## src/rtl/mips_multicycle_ctrl.sv

```systemverilog
// -----------------------------------------------------------------------------
// mips_multicycle_ctrl
//
// Control FSM for a multicycle MIPS datapath (PC, IR, MDR, A, B, ALUOut
// registers). Drives per-register load enables, memory strobes, register
// file write controls and the ALU/PC mux selects. FETCH, MEM_READ and
// MEM_WRITE wait on mem_ready. Illegal opcodes and memory timeouts trap.
// Retired instructions are counted.
//
// Parameters
//   COUNT_W  width of instr_count (wraps modulo 2^COUNT_W)
//   TIMEOUT  consecutive mem_ready=0 cycles in a wait state before trapping;
//            0 disables the timeout
//
// Ports
//   clk, reset                 rising-edge clock, synchronous active-high reset
//   opcode, zero, mem_ready    IR[31:26], ALU zero flag, memory handshake
//   pc_en..aluout_en           register load enables
//   mem_read, mem_write, iord  memory strobes / address select (1 = ALUOut)
//   reg_write, reg_dst, mem_to_reg  register file write controls
//   alu_src_a, alu_src_b, alu_op, pc_src  datapath mux selects
//   state_o                    current state encoding
//   instr_done, instr_count    retire pulse and retired-instruction count
//   trap, trap_cause           trap flag and cause (01 illegal, 10 timeout)
// -----------------------------------------------------------------------------
module mips_multicycle_ctrl #(
  parameter int COUNT_W = 32,
  parameter int TIMEOUT = 16
) (
  input  logic               clk,
  input  logic               reset,
  input  logic [5:0]         opcode,
  input  logic               zero,
  input  logic               mem_ready,
  output logic               pc_en,
  output logic               ir_en,
  output logic               mdr_en,
  output logic               a_en,
  output logic               b_en,
  output logic               aluout_en,
  output logic               mem_read,
  output logic               mem_write,
  output logic               iord,
  output logic               reg_write,
  output logic               reg_dst,
  output logic               mem_to_reg,
  output logic               alu_src_a,
  output logic [1:0]         alu_src_b,
  output logic [1:0]         alu_op,
  output logic [1:0]         pc_src,
  output logic [3:0]         state_o,
  output logic               instr_done,
  output logic [COUNT_W-1:0] instr_count,
  output logic               trap,
  output logic [1:0]         trap_cause
);

  typedef enum logic [3:0] {
    S_FETCH     = 4'd0,
    S_DECODE    = 4'd1,
    S_MEM_ADDR  = 4'd2,
    S_MEM_READ  = 4'd3,
    S_MEM_WB    = 4'd4,
    S_MEM_WRITE = 4'd5,
    S_R_EXEC    = 4'd6,
    S_R_WB      = 4'd7,
    S_BRANCH    = 4'd8,
    S_JUMP      = 4'd9,
    S_ADDI_EXEC = 4'd10,
    S_ADDI_WB   = 4'd11,
    S_TRAP      = 4'd12
  } state_t;

  localparam logic [5:0] OP_RTYPE = 6'b000000;
  localparam logic [5:0] OP_LW    = 6'b100011;
  localparam logic [5:0] OP_SW    = 6'b101011;
  localparam logic [5:0] OP_BEQ   = 6'b000100;
  localparam logic [5:0] OP_J     = 6'b000010;
  localparam logic [5:0] OP_ADDI  = 6'b001000;

  localparam logic [1:0] CAUSE_ILLEGAL = 2'b01;
  localparam logic [1:0] CAUSE_TIMEOUT = 2'b10;

  // The wait counter only has to reach TIMEOUT-1: the TIMEOUT-th idle cycle
  // is detected combinationally and traps on its closing edge.
  localparam int WAIT_W  = (TIMEOUT > 1) ? $clog2(TIMEOUT) : 1;
  localparam int TO_LAST = (TIMEOUT > 0) ? TIMEOUT - 1 : 0;

  state_t              state_reg, state_next;
  logic [COUNT_W-1:0]  count_reg;
  logic [WAIT_W-1:0]   wait_reg, wait_next, wait_inc;
  logic [1:0]          cause_reg, cause_next;
  logic                timeout_hit;
  logic                done;

  // Saturating so a disabled timeout never wraps into a false match.
  assign wait_inc    = (wait_reg == {WAIT_W{1'b1}}) ? wait_reg : wait_reg + WAIT_W'(1);
  assign timeout_hit = (TIMEOUT > 0) && !mem_ready && (wait_reg == WAIT_W'(TO_LAST));

  // Next-state logic
  always_comb begin
    state_next = S_FETCH;
    cause_next = cause_reg;
    wait_next  = '0;
    case (state_reg)
      S_FETCH: begin
        if (mem_ready) begin
          state_next = S_DECODE;
        end else if (timeout_hit) begin
          state_next = S_TRAP;
          cause_next = CAUSE_TIMEOUT;
        end else begin
          state_next = S_FETCH;
          wait_next  = wait_inc;
        end
      end
      S_DECODE: begin
        case (opcode)
          OP_RTYPE:      state_next = S_R_EXEC;
          OP_LW, OP_SW:  state_next = S_MEM_ADDR;
          OP_BEQ:        state_next = S_BRANCH;
          OP_J:          state_next = S_JUMP;
          OP_ADDI:       state_next = S_ADDI_EXEC;
          default: begin
            state_next = S_TRAP;
            cause_next = CAUSE_ILLEGAL;
          end
        endcase
      end
      // Only lw/sw reach here, so anything other than sw is a load.
      S_MEM_ADDR:  state_next = (opcode == OP_SW) ? S_MEM_WRITE : S_MEM_READ;
      S_MEM_READ: begin
        if (mem_ready) begin
          state_next = S_MEM_WB;
        end else if (timeout_hit) begin
          state_next = S_TRAP;
          cause_next = CAUSE_TIMEOUT;
        end else begin
          state_next = S_MEM_READ;
          wait_next  = wait_inc;
        end
      end
      S_MEM_WB:    state_next = S_FETCH;
      S_MEM_WRITE: begin
        if (mem_ready) begin
          state_next = S_FETCH;
        end else if (timeout_hit) begin
          state_next = S_TRAP;
          cause_next = CAUSE_TIMEOUT;
        end else begin
          state_next = S_MEM_WRITE;
          wait_next  = wait_inc;
        end
      end
      S_R_EXEC:    state_next = S_R_WB;
      S_R_WB:      state_next = S_FETCH;
      S_BRANCH:    state_next = S_FETCH;
      S_JUMP:      state_next = S_FETCH;
      S_ADDI_EXEC: state_next = S_ADDI_WB;
      S_ADDI_WB:   state_next = S_FETCH;
      S_TRAP:      state_next = S_TRAP;
      default:     state_next = S_FETCH;
    endcase
  end

  // State, counters and trap cause
  always_ff @(posedge clk) begin
    if (reset) begin
      state_reg <= S_FETCH;
      count_reg <= '0;
      wait_reg  <= '0;
      cause_reg <= '0;
    end else begin
      state_reg <= state_next;
      wait_reg  <= wait_next;
      cause_reg <= cause_next;
      if (done) begin
        count_reg <= count_reg + COUNT_W'(1);
      end
    end
  end

  // Output decode; everything is forced low while reset is asserted so no
  // strobe escapes during the reset cycle, even from a wait state.
  always_comb begin
    pc_en      = 1'b0;
    ir_en      = 1'b0;
    mdr_en     = 1'b0;
    a_en       = 1'b0;
    b_en       = 1'b0;
    aluout_en  = 1'b0;
    mem_read   = 1'b0;
    mem_write  = 1'b0;
    iord       = 1'b0;
    reg_write  = 1'b0;
    reg_dst    = 1'b0;
    mem_to_reg = 1'b0;
    alu_src_a  = 1'b0;
    alu_src_b  = 2'b00;
    alu_op     = 2'b00;
    pc_src     = 2'b00;
    done       = 1'b0;
    if (!reset) begin
      case (state_reg)
        S_FETCH: begin
          mem_read  = 1'b1;
          alu_src_b = 2'b01;
          ir_en     = mem_ready;
          pc_en     = mem_ready;
        end
        S_DECODE: begin
          a_en      = 1'b1;
          b_en      = 1'b1;
          aluout_en = 1'b1;
          alu_src_b = 2'b11;
        end
        S_MEM_ADDR, S_ADDI_EXEC: begin
          alu_src_a = 1'b1;
          alu_src_b = 2'b10;
          aluout_en = 1'b1;
        end
        S_MEM_READ: begin
          mem_read = 1'b1;
          iord     = 1'b1;
          mdr_en   = mem_ready;
        end
        S_MEM_WB: begin
          reg_write  = 1'b1;
          mem_to_reg = 1'b1;
          done       = 1'b1;
        end
        S_MEM_WRITE: begin
          mem_write = 1'b1;
          iord      = 1'b1;
          done      = mem_ready;
        end
        S_R_EXEC: begin
          alu_src_a = 1'b1;
          alu_op    = 2'b10;
          aluout_en = 1'b1;
        end
        S_R_WB: begin
          reg_write = 1'b1;
          reg_dst   = 1'b1;
          done      = 1'b1;
        end
        S_BRANCH: begin
          alu_src_a = 1'b1;
          alu_op    = 2'b01;
          pc_src    = 2'b01;
          pc_en     = zero;
          done      = 1'b1;
        end
        S_JUMP: begin
          pc_src = 2'b10;
          pc_en  = 1'b1;
          done   = 1'b1;
        end
        S_ADDI_WB: begin
          reg_write = 1'b1;
          done      = 1'b1;
        end
        default: ;
      endcase
    end
  end

  assign instr_done  = done;
  assign state_o     = reset ? 4'd0 : state_reg;
  assign instr_count = reset ? '0 : count_reg;
  assign trap        = !reset && (state_reg == S_TRAP);
  assign trap_cause  = reset ? 2'b00 : cause_reg;

endmodule

```

## config.mk

```make
export PLATFORM = sky130hd
export DESIGN_NAME = mips_multicycle_ctrl
export DESIGN_NICKNAME = d
export VERILOG_FILES = /design/src/rtl/mips_multicycle_ctrl.sv
export SDC_FILE = /design/constraint.sdc
export NUM_CORES = 1
export LEC_CHECK = 0
export ABC_AREA = 1
export CELL_PAD_IN_SITES_DETAIL_PLACEMENT = 0
export CELL_PAD_IN_SITES_GLOBAL_PLACEMENT = 1
export CORE_UTILIZATION = 37
export CTS_BUF_LIST = sky130_fd_sc_hd__clkbuf_2
export CTS_CLUSTER_DIAMETER = 40
export DETAILED_ROUTE_END_ITERATION = 8
export PLACE_DENSITY_LB_ADDON = 0.12
export REMOVE_ABC_BUFFERS = 1
export SYNTH_ARGS = -nofsm -noshare
export SYNTH_HDL_FRONTEND = slang
export SYNTH_SLANG_ARGS = --single-unit
```

## constraint.sdc

```tcl
create_clock -name clk -period 4.05 [get_ports clk]
set_clock_uncertainty 0.05 [all_clocks]
set_input_delay 0.6075 -clock clk [delete_from_list [all_inputs] [get_ports clk]]
set_output_delay 0.6075 -clock clk [all_outputs]
set_load 0.05 [all_outputs]
```

==> impl_metrics.json, run 1 <==
{
  "grt_max_degree": 29,
  "first_pass_iters": 5,
  "report.final.hold_viol_count": 0,
  "cts.root.buffer_cell": "clkbuf_2",
  "num_rows": 32,
  "rsz0062_at_grt": "no",
  "largest_reg_flops": 32,
  "worstSetupPathType": "reg -> out",
  "drt_iter0_markers": 179,
  "fillers": 830,
  "clk_path_buf_depth": 2,
  "comb_power_share_pct": 22.2,
  "routed_via_density": 4.72,
  "synth_cell_types": 32,
  "worstSetupStartpointType": "register",
  "pwr-share-seq_pct": 53.3,
  "num_vias": 3409,
  "clkPwrFrac_pct": 24.5,
  "outcome": "finished clean",
  "rr_startpoint": "state_reg[0]$_SDFF_PP0_",
  "cts-resized-gates": 0,
  "grt_pass1_vias": 2944,
  "ir_drop_uv": 96.2,
  "ys_ff_latch": 42,
  "synthAdderAreaFrac_pct": 0.814,
  "synth_compound_area_share_pct": 7.41,
  "setup.worst_path.end_class": "output port",
  "ys_warn_count": 0,
  "placed_area_um2": 3820,
  "synth_top_cell_area_share_pct": 27.4,
  "die_area_um2": 8680,
  "period_share_pct": 79.3,
  "die_w_um": 93.2,
  "syn_area_um2": 3070,
  "cts_setup_buffers": 0,
  "p_sw_share_pct": 35.8,
  "wl_um": 8600,
  "synth_top_family_by_area": "simple AND/OR/NAND/NOR gates",
  "p_sw_w": 0.000287,
  "initial_core_util_pct": 39.0,
  "startpoint": "state_reg[0]$_SDFF_PP0_",
  "p_leak_nw": 1.49,
  "dieHeight_um": 93.2,
  "syn_to_final_growth_pct": 25.8,
  "ant_nets": 0,
  "synth_xor_area_share_pct": 2.56,
  "cts_hold_buf": 0,
  "reg2reg_to": "count_reg[27]$_SDFFE_PP0P_",
  "setup_tns_ns": 0,
  "min_period_ns": 3.21,
  "antenna_cells": 0,
  "path_cells": "inv_2, nor2_2, inv_1, nor2_1, inv_1, a21oi_1, clkdlybuf4s50_1",
  "drv_slew": 0,
  "netlist_instances": 555,
  "drc": 0,
  "design_area_um2": 3870,
  "seq_area_frac_synth_pct": 27.4,
  "antenna_found_initial": 0,
  "rrSetupSlack_ns": 2.19,
  "intPower_w": 0.000515,
  "final_nets": 631,
  "synth_area_per_cell_um2": 5.54,
  "synth.largest_area_cell": "dfxtp_1",
  "fmax_mhz": 311,
  "grt_pass1_wl_um": 14200,
  "yosys.area_share.simple_pct": 49.7,
  "clock_latency_ns": 0.42,
  "grt.total_usage_pct": 20.7,
  "crit_top_cell": "inv_1",
  "grt_overflow": 0,
  "drive_above_1_share_pct": 6.13,
  "drv_cap": 0,
  "cts_tree": "built",
  "power_w": 0.000802,
  "setup_violations": 0,
  "min_path_type": "reg -> reg",
  "cts_buffers": 5,
  "slew_headroom_pct": 65.2,
  "core_area_um2": 7890,
  "hold_ws_ns": 0.430,
  "clock_sinks": 42,
  "clkTransAtPathRegs_ns": 0.24,
  "max_stage_delay_ns": 0.83,
  "crit_end": "alu_src_b[1]",
  "port_buffers": 68,
  "cp.arrival_ns": 2.56,
  "power_density_nw_per_um2": 207,
  "critical_path_required_ns": 3.39,
  "tightest_slew_ns": 0.521,
  "worstPathMaxFanout": 7,
  "rr_worst_depth": 9,
  "ioPinCount": 69,
  "routedWlPerCell_um": 11.9,
  "crit_slowest_cell": "clkdlybuf4s50_1",
  "htree_levels": 2,
  "dp_hpwl_um": 6660,
  "yosys-mux-area-fraction_pct": 0,
  "gp_congestion": 0.871,
  "synthTopCellsByArea": "dfxtp_1 27%, nand2_1 21%, nor2_1 16%"
}
==> cells in the mapped netlist <==
cell and instances:
nand2_1 170, nor2_1 135, inv_1 66, dfxtp_1 42, a21oi_1 33, nand3_1 33, nor3_1 10, inv_2 8
xor2_1 8, clkbuf_1 7, nor2_2 6, nand4_1 5, buf_6 3, nand2_2 3, o21ai_0 3, o21ai_1 3
buf_1 2, buf_4 2, ha_1 2, nand2_4 2, a211oi_1 1, and2_1 1, buf_2 1, clkinv_1 1
clkinv_2 1, nand3_2 1, nor2_4 1, nor2_8 1, nor3_2 1, o21ai_4 1, o221ai_1 1, xnor2_1 1
==> final cells by class <==
type                            count  area (um2)  share of cell area [%]
Clock buffer                        5        25.0                   0.647
Timing Repair Buffer               72         706                    18.3
Clock inverter                      3        21.3                   0.550
Tap cell                          102         128                    3.30
Sequential cell                    42         841                    21.7
Multi-Input combinational cell    422        1860                    48.1
Inverter                           76         287                    7.41
==> routing by layer <==
metal / wire length (um) / GRT usage (%) / up-vias
li1: - / - / 1815
met1: 4650 / 30.8 / 1498
met2: 3480 / 31.4 / 89
met3: 404 / 2.85 / 7
met4: 63 / 4.23 / 0
met5: 0 / 0 / -
==> critical path, delay by kind of cell (launching register included) <==
family / cells / cell delay, ns
AOI/OAI and AO/OA: 1 / 0.18
buffers and inverters: 4 / 1.15
and+or+nand+nor: 2 / 0.29
DFF: 1 / 0.51
==> power by group through the flow <==
stage	Sequential [W]	Combinational, W	Clock [W]
after floorplan	0.000433	0.000110	0
after global placement	0.000435	0.000178	0
after detailed placement	0.000435	0.000178	0
after CTS	0.000427	0.000179	0.000203
after global routing	0.000429	0.000194	0.000224
final	0.000427	0.000178	0.000196
==> worst min path at each step <==
| stage | from | endpoint | slack [ns] | cells after the start |
|---|---|---|---|---|
| 6_report | wait_reg[0]$_SDFFE_PP0P_ | wait_reg[0]$_SDFFE_PP0P_ | 0.43 | 1 |
| 4_1_cts | cause_reg[1]$_SDFFE_PP0P_ | cause_reg[1]$_SDFFE_PP0P_ | 0.43 | 2 |
| 5_1_grt | wait_reg[0]$_SDFFE_PP0P_ | wait_reg[0]$_SDFFE_PP0P_ | 0.46 | 1 |
| 3_5_place_dp | wait_reg[0]$_SDFFE_PP0P_ | wait_reg[0]$_SDFFE_PP0P_ | 0.40 | 1 |
| 2_1_floorplan | wait_reg[0]$_SDFFE_PP0P_ | wait_reg[0]$_SDFFE_PP0P_ | 0.37 | 1 |
| 3_3_place_gp | wait_reg[0]$_SDFFE_PP0P_ | wait_reg[0]$_SDFFE_PP0P_ | 0.38 | 1 |
==> cells in the final DEF (no fill, tap or decap), drive strengths merged <==
cell type,netlist,layout
nand3,34,34
a21oi,33,33
xor2,8,8
nand4,5,5
xnor2,1,1
clkinv,2,4
nor2,143,143
and2,1,1
a211oi,1,1
inv,74,74
nand2,175,175
dfxtp,42,42
o21ai,7,7
ha,2,2
clkbuf,7,5
buf,8,5
clkinvlp,0,1
nor3,11,11
clkdlybuf4s50,0,67
o221ai,1,1
==> cells by family after synthesis <==
| logic type | count (synthesis) |
|---|---|
| XOR/XNOR | 9 |
| adder cells (fa/ha/maj) | 2 |
| flip-flops | 42 |
| buffers and inverters | 91 |
| AND/OR/NAND/NOR | 369 |
| AO/OA/AOI/OAI | 42 |
==> through the flow <==
stage / utilization, % / instances / setup WS [ns]
final: 49.0 / 722 / 0.837
after global routing: 49.0 / 722 / 0.636
after CTS: 49.0 / 722 / 0.808
after detailed placement: 48.4 / 714 / 0.965
after global placement: 48.4 / 714 / 0.988
after floorplan: - / 540 / 1.25
(Power assumes the default switching activity.)
==> inputs of run 2 (changes only) <==
--- a/config.mk
+++ b/config.mk
@@ -8,7 +8,7 @@
 export ABC_AREA = 1
 export CELL_PAD_IN_SITES_DETAIL_PLACEMENT = 0
 export CELL_PAD_IN_SITES_GLOBAL_PLACEMENT = 1
-export CORE_UTILIZATION = 37
+export CORE_UTILIZATION = 31
 export CTS_BUF_LIST = sky130_fd_sc_hd__clkbuf_2
 export CTS_CLUSTER_DIAMETER = 40
 export DETAILED_ROUTE_END_ITERATION = 8
==> constraint.sdc (replaced) <==
create_clock -name clk -period 2.9 [get_ports clk]
set_clock_uncertainty 0.05 [all_clocks]
set_input_delay 0.435 -clock clk [delete_from_list [all_inputs] [get_ports clk]]
set_output_delay 0.435 -clock clk [all_outputs]
set_load 0.05 [all_outputs]
==> run 2 against run 1 <==
Count of clock-buffer cells in the layout stayed put; global-route usage is 2.2 points lower; highest routed layer unchanged; combinational power is 44% higher.
==> impl_metrics.json, run 2 (same netlist as run 1, synthesis figures left out) <==
{
  "first_pass_iters": 4,
  "cts_tree": "built",
  "routedWlPerCell_um": 12.2,
  "power_w": 0.00118,
  "min_path_type": "reg -> reg",
  "cts.root.buffer_cell": "clkbuf_2",
  "gp_congestion": 0.886,
  "num_vias": 3430,
  "cp_num_buf_inv": 1,
  "max_stage_delay_ns": 0.82,
  "dieHeight_um": 102,
  "cts_hold_buf": 0,
  "htree_levels": 2,
  "min_period_ns": 2.76,
  "period_share_pct": 95.1,
  "num_rows": 35,
  "drc": 0,
  "worstSetupPathType": "reg -> out",
  "worstSetupStartpointType": "register",
  "die_area_um2": 10300,
  "syn_to_final_growth_pct": 28.9,
  "grt.total_usage_pct": 18.4,
  "grt_max_degree": 32,
  "clkTransAtPathRegs_ns": 0.22,
  "antenna_found_initial": 0,
  "ant_nets": 0,
  "final_nets": 632,
  "cp.arrival_ns": 2.27,
  "path_cells": "nor2_1, nand2_1, a21oi_1, clkdlybuf4s50_1",
  "slew_headroom_pct": 65.2,
  "hold_ws_ns": 0.425,
  "antenna_cells": 0,
  "fmax_mhz": 363,
  "drive_above_1_share_pct": 6.94,
  "fin_ws_ns": 0.143,
  "outcome": "finished clean",
  "power_density_nw_per_um2": 299,
  "grt_overflow": 0,
  "cts_buffers": 5,
  "drt_iter0_markers": 111,
  "report.final.hold_viol_count": 0,
  "die_w_um": 102,
  "dp_hpwl_um": 7220,
  "pre_cts_ws_ns": 0.357,
  "cts_setup_buffers": 0,
  "placed_cells": 742,
  "core_area_um2": 9420,
  "routed_via_density": 4.58,
  "clock_sinks": 42,
  "setup.worst_path.end_class": "output port",
  "setup_violations": 0,
  "rsz0062_at_grt": "no",
  "ir_drop_uv": 158,
  "tightest_slew_ns": 0.522,
  "grt_pass1_wl_um": 15000,
  "final_common_cell": "nand2_1",
  "grt_pass1_vias": 3107,
  "p_leak_nw": 1.61,
  "wl_um": 9130,
  "initial_core_util_pct": 32.7,
  "drv_cap": 0,
  "drv_slew": 0,
  "port_buffers": 68,
  "crit_slowest_cell": "clkdlybuf4s50_1",
  "finalNonFillerCells": 749,
  "critical_path_required_ns": 2.41,
  "clk_path_buf_depth": 2,
  "rrSetupSlack_ns": 1.00,
  "setup_tns_ns": 0,
  "layout_common_cells": "170 x nand2_1, 135 x nor2_1, 66 x inv_1",
  "largest_reg_flops": 32,
  "worstPathMaxFanout": 7,
  "clock_latency_ns": 0.40,
  "ioPinCount": 69,
  "crit_family": "buffers and inverters"
}
[run 2: cell types whose count changed in the layout (fill, tap and decap cells not counted), sizes merged]
cell and delta:
bufinv +1, clkinvlp -1, dlymetal6s2s +4, clkdlybuf4s50 -14
clkinv -1, buf +7, clkdlybuf4s15 +2, dlygate4sd2 +2
[run 2: where the power goes]
part           switching, W  internal, W  total (W)
clock network      0.000193     0.000139   0.000332
logic              0.000181    0.0000745   0.000256
registers        0.00000870     0.000587   0.000596
total              0.000383     0.000800    0.00118
[run 2: timing repair]
action / CTS / global route
setup endpoints to repair: 4 / 5
gates resized for setup: 4 / 6
pin swaps: 0 / 0
[run 2: worst paths after layout]
check / end / start / cells past startpoint
max reg2reg: count_reg[17]$_SDFFE_PP0P_ / state_reg[3]$_SDFF_PP0_ / 11
max: mem_read / state_reg[1]$_SDFF_PP0_ / 4
min reg2reg: cause_reg[0]$_SDFFE_PP0P_ / cause_reg[0]$_SDFFE_PP0P_ / 2
min: cause_reg[0]$_SDFFE_PP0P_ / cause_reg[0]$_SDFFE_PP0P_ / 2
[run 2: tightest hold or removal path, stage by stage (launching register included)]
cell	delay (ns)
dfxtp_1	0.35
nand2_1	0.06
a21oi_1	0.05
[run 2: metrics by stage]
step                cell area, um2  utilization, %
CTS                           3950            42.0
floorplan                     2990               -
finish                        3960            42.1
global placement              3900            41.4
global route                  3960            42.1
detailed placement            3900            41.4
[run 2: final cells by class]
cell class                      instances  area [um2]
Timing Repair Buffer                   73         756
Tap cell                              129         161
Sequential cell                        42         841
Clock buffer                            5        25.0
Inverter                               76         287
Multi-Input combinational cell        422        1860
Clock inverter                          2        33.8
Fill cell                            1059        5450
[run 2: metal layers]
metal / part of all wire (%) / vias up / track usage (%)
met2: 42 / 66 / 29.2
met3: 3.9 / 6 / 2.48
met5: 0 / - / 0
met4: 0.74 / 0 / 3.57
met1: 53 / 1535 / 26.7
li1: - / 1823 / -
==> inputs of run 3 (changes only) <==
--- a/config.mk
+++ b/config.mk
@@ -8,6 +8,7 @@
 export ABC_AREA = 1
 export CELL_PAD_IN_SITES_DETAIL_PLACEMENT = 0
 export CELL_PAD_IN_SITES_GLOBAL_PLACEMENT = 1
+export CORE_MARGIN = 2
 export CORE_UTILIZATION = 31
 export CTS_BUF_LIST = sky130_fd_sc_hd__clkbuf_2
 export CTS_CLUSTER_DIAMETER = 40
==> run 3 against run 2 <==
Sequential share of layout area is the same; critical path type unchanged; global-route usage decreased by 1.1 points; highest routed layer unchanged; cell area stayed put; fmax is 2.7% higher.
==> impl_metrics.json, run 3 (same netlist as run 1, synthesis figures left out) <==
{
  "power_density_nw_per_um2": 287,
  "reg2reg_to": "count_reg[14]$_SDFFE_PP0P_",
  "antenna_found_initial": 0,
  "drv_cap": 0,
  "port_buffers": 68,
  "routedWlPerCell_um": 12.3,
  "max_stage_delay_ns": 0.81,
  "cts_buffers": 5,
  "rr_startpoint": "count_reg[0]$_SDFFE_PP0P_",
  "critical_path_required_ns": 2.41,
  "grt_pass1_wl_um": 15400,
  "htree_levels": 2,
  "ir_drop_uv": 144,
  "hold_ws_ns": 0.394,
  "routed_via_density": 4.52,
  "dp_hpwl_um": 7230,
  "setup_violations": 0,
  "syn_to_final_growth_pct": 28.9,
  "drc": 0,
  "ant_nets": 0,
  "clk_path_buf_depth": 2,
  "tightest_slew_ns": 0.560,
  "outcome": "finished clean",
  "p_leak_nw": 1.62,
  "min_path_type": "in -> reg",
  "cts.root.buffer_cell": "clkbuf_2",
  "setup.worst_path.end_class": "output port",
  "rr_worst_depth": 8,
  "final_common_cell": "nand2_1",
  "crit_family": "buffers and inverters",
  "cts_setup_buffers": 0,
  "fin_ws_ns": 0.215,
  "initial_core_util_pct": 31.7,
  "drt_iter0_markers": 166,
  "report.final.hold_viol_count": 0,
  "antenna_cells": 0,
  "drv_slew": 0,
  "die_w_um": 104,
  "finalNonFillerCells": 753,
  "worstSetupStartpointType": "register",
  "placed_cells": 745,
  "hold_depth": 2,
  "grt_overflow": 0,
  "dieHeight_um": 104,
  "min_period_ns": 2.69,
  "cts_tree": "built",
  "layout_common_cells": "170 x nand2_1, 135 x nor2_1, 66 x inv_1",
  "min_to": "count_reg[7]$_SDFFE_PP0P_",
  "grt.total_usage_pct": 17.3,
  "setup_tns_ns": 0,
  "slew_headroom_pct": 62.6,
  "fmax_mhz": 372,
  "die_area_um2": 10700,
  "pre_cts_ws_ns": 0.389,
  "largest_reg_flops": 32,
  "first_pass_iters": 4,
  "grt_max_degree": 42,
  "path_cells": "nand2_1, nor3_1, inv_1, nor2_1, clkdlybuf4s50_1",
  "core_area_um2": 9680,
  "grt_pass1_vias": 3219,
  "drive_above_1_share_pct": 7.10,
  "cp_num_buf_inv": 2,
  "period_share_pct": 92.6,
  "cp.arrival_ns": 2.20,
  "clock_latency_ns": 0.44,
  "gp_congestion": 0.883,
  "crit_cells": 5,
  "rrSetupSlack_ns": 0.97,
  "ioPinCount": 69,
  "hp-start": "reset",
  "clock_sinks": 42,
  "worstPathMaxFanout": 4,
  "rsz0062_at_grt": "no",
  "num_vias": 3403,
  "crit_slowest_cell": "clkdlybuf4s50_1",
  "final_nets": 631,
  "num_rows": 36,
  "clkTransAtPathRegs_ns": 0.26,
  "utilization_pct": 40.9,
  "fillers": 1091,
  "wl_um": 9230,
  "worstSetupPathType": "reg -> out"
}
==> run 3: how the worst max path moves through the flow <==
stage / startpoint / to / slack, ns
5_1_grt: state_reg[2]$_SDFF_PP0_ / trap / 0.03
3_3_place_gp: state_reg[2]$_SDFF_PP0_ / alu_src_b[1] / 0.45
4_1_cts: state_reg[1]$_SDFF_PP0_ / alu_src_a / 0.04
2_1_floorplan: state_reg[2]$_SDFF_PP0_ / a_en / 0.27
6_report: state_reg[2]$_SDFF_PP0_ / trap / 0.21
3_5_place_dp: state_reg[2]$_SDFF_PP0_ / a_en / 0.39
==> run 3: routing by layer <==
layer | track usage (%) | part of all wire (%) | up-vias
li1 | - | - | 1812
met5 | 0 | 0 | -
met4 | 5.12 | 1.7 | 0
met3 | 2.71 | 3.9 | 14
met2 | 27.5 | 42 | 67
met1 | 24.3 | 52 | 1510
==> run 3: worst reg2reg max path, delay by kind of cell, from the launching register on <==
family / cells / cell delay [ns]
buf+inv: 1 / 0.05
simple gates: 4 / 0.78
compound gates: 1 / 0.12
xor+xnor: 1 / 0.18
fa+ha+maj: 1 / 0.24
flops: 1 / 0.45
==> run 3: stage by stage <==
stage / cell area [um2] / power (W)
2_1_floorplan: 2990 / 0.000759
3_3_place_gp: 3910 / 0.000869
3_5_place_dp: 3910 / 0.000869
4_1_cts: 3950 / 0.00115
5_1_grt: 3960 / 0.00120
6_report: 3960 / 0.00114
==> run 3: area by class of cell <==
class | instances | area (um2) | share of cell area (%)
clock buffer | 5 | 25.0 | 0.632
clock inverter | 3 | 23.8 | 0.600
timing repair buffer | 72 | 761 | 19.2
multi-input combinational | 422 | 1860 | 46.9
inverter | 76 | 287 | 7.23
tap | 133 | 166 | 4.20
sequential | 42 | 841 | 21.2
==> run 3: where the power goes <==
| group | total (W) | internal [W] | switching [W] |
|---|---|---|---|
| sequential | 0.000596 | 0.000588 | 0.00000886 |
| clock | 0.000283 | 0.0000615 | 0.000221 |
| combinational | 0.000257 | 0.0000764 | 0.000181 |
==> run 3: timing repair <==
action,4_1_cts,5_1_grt
resized for setup,4,5
setup endpoints to repair,4,5
hold buffers,0,0
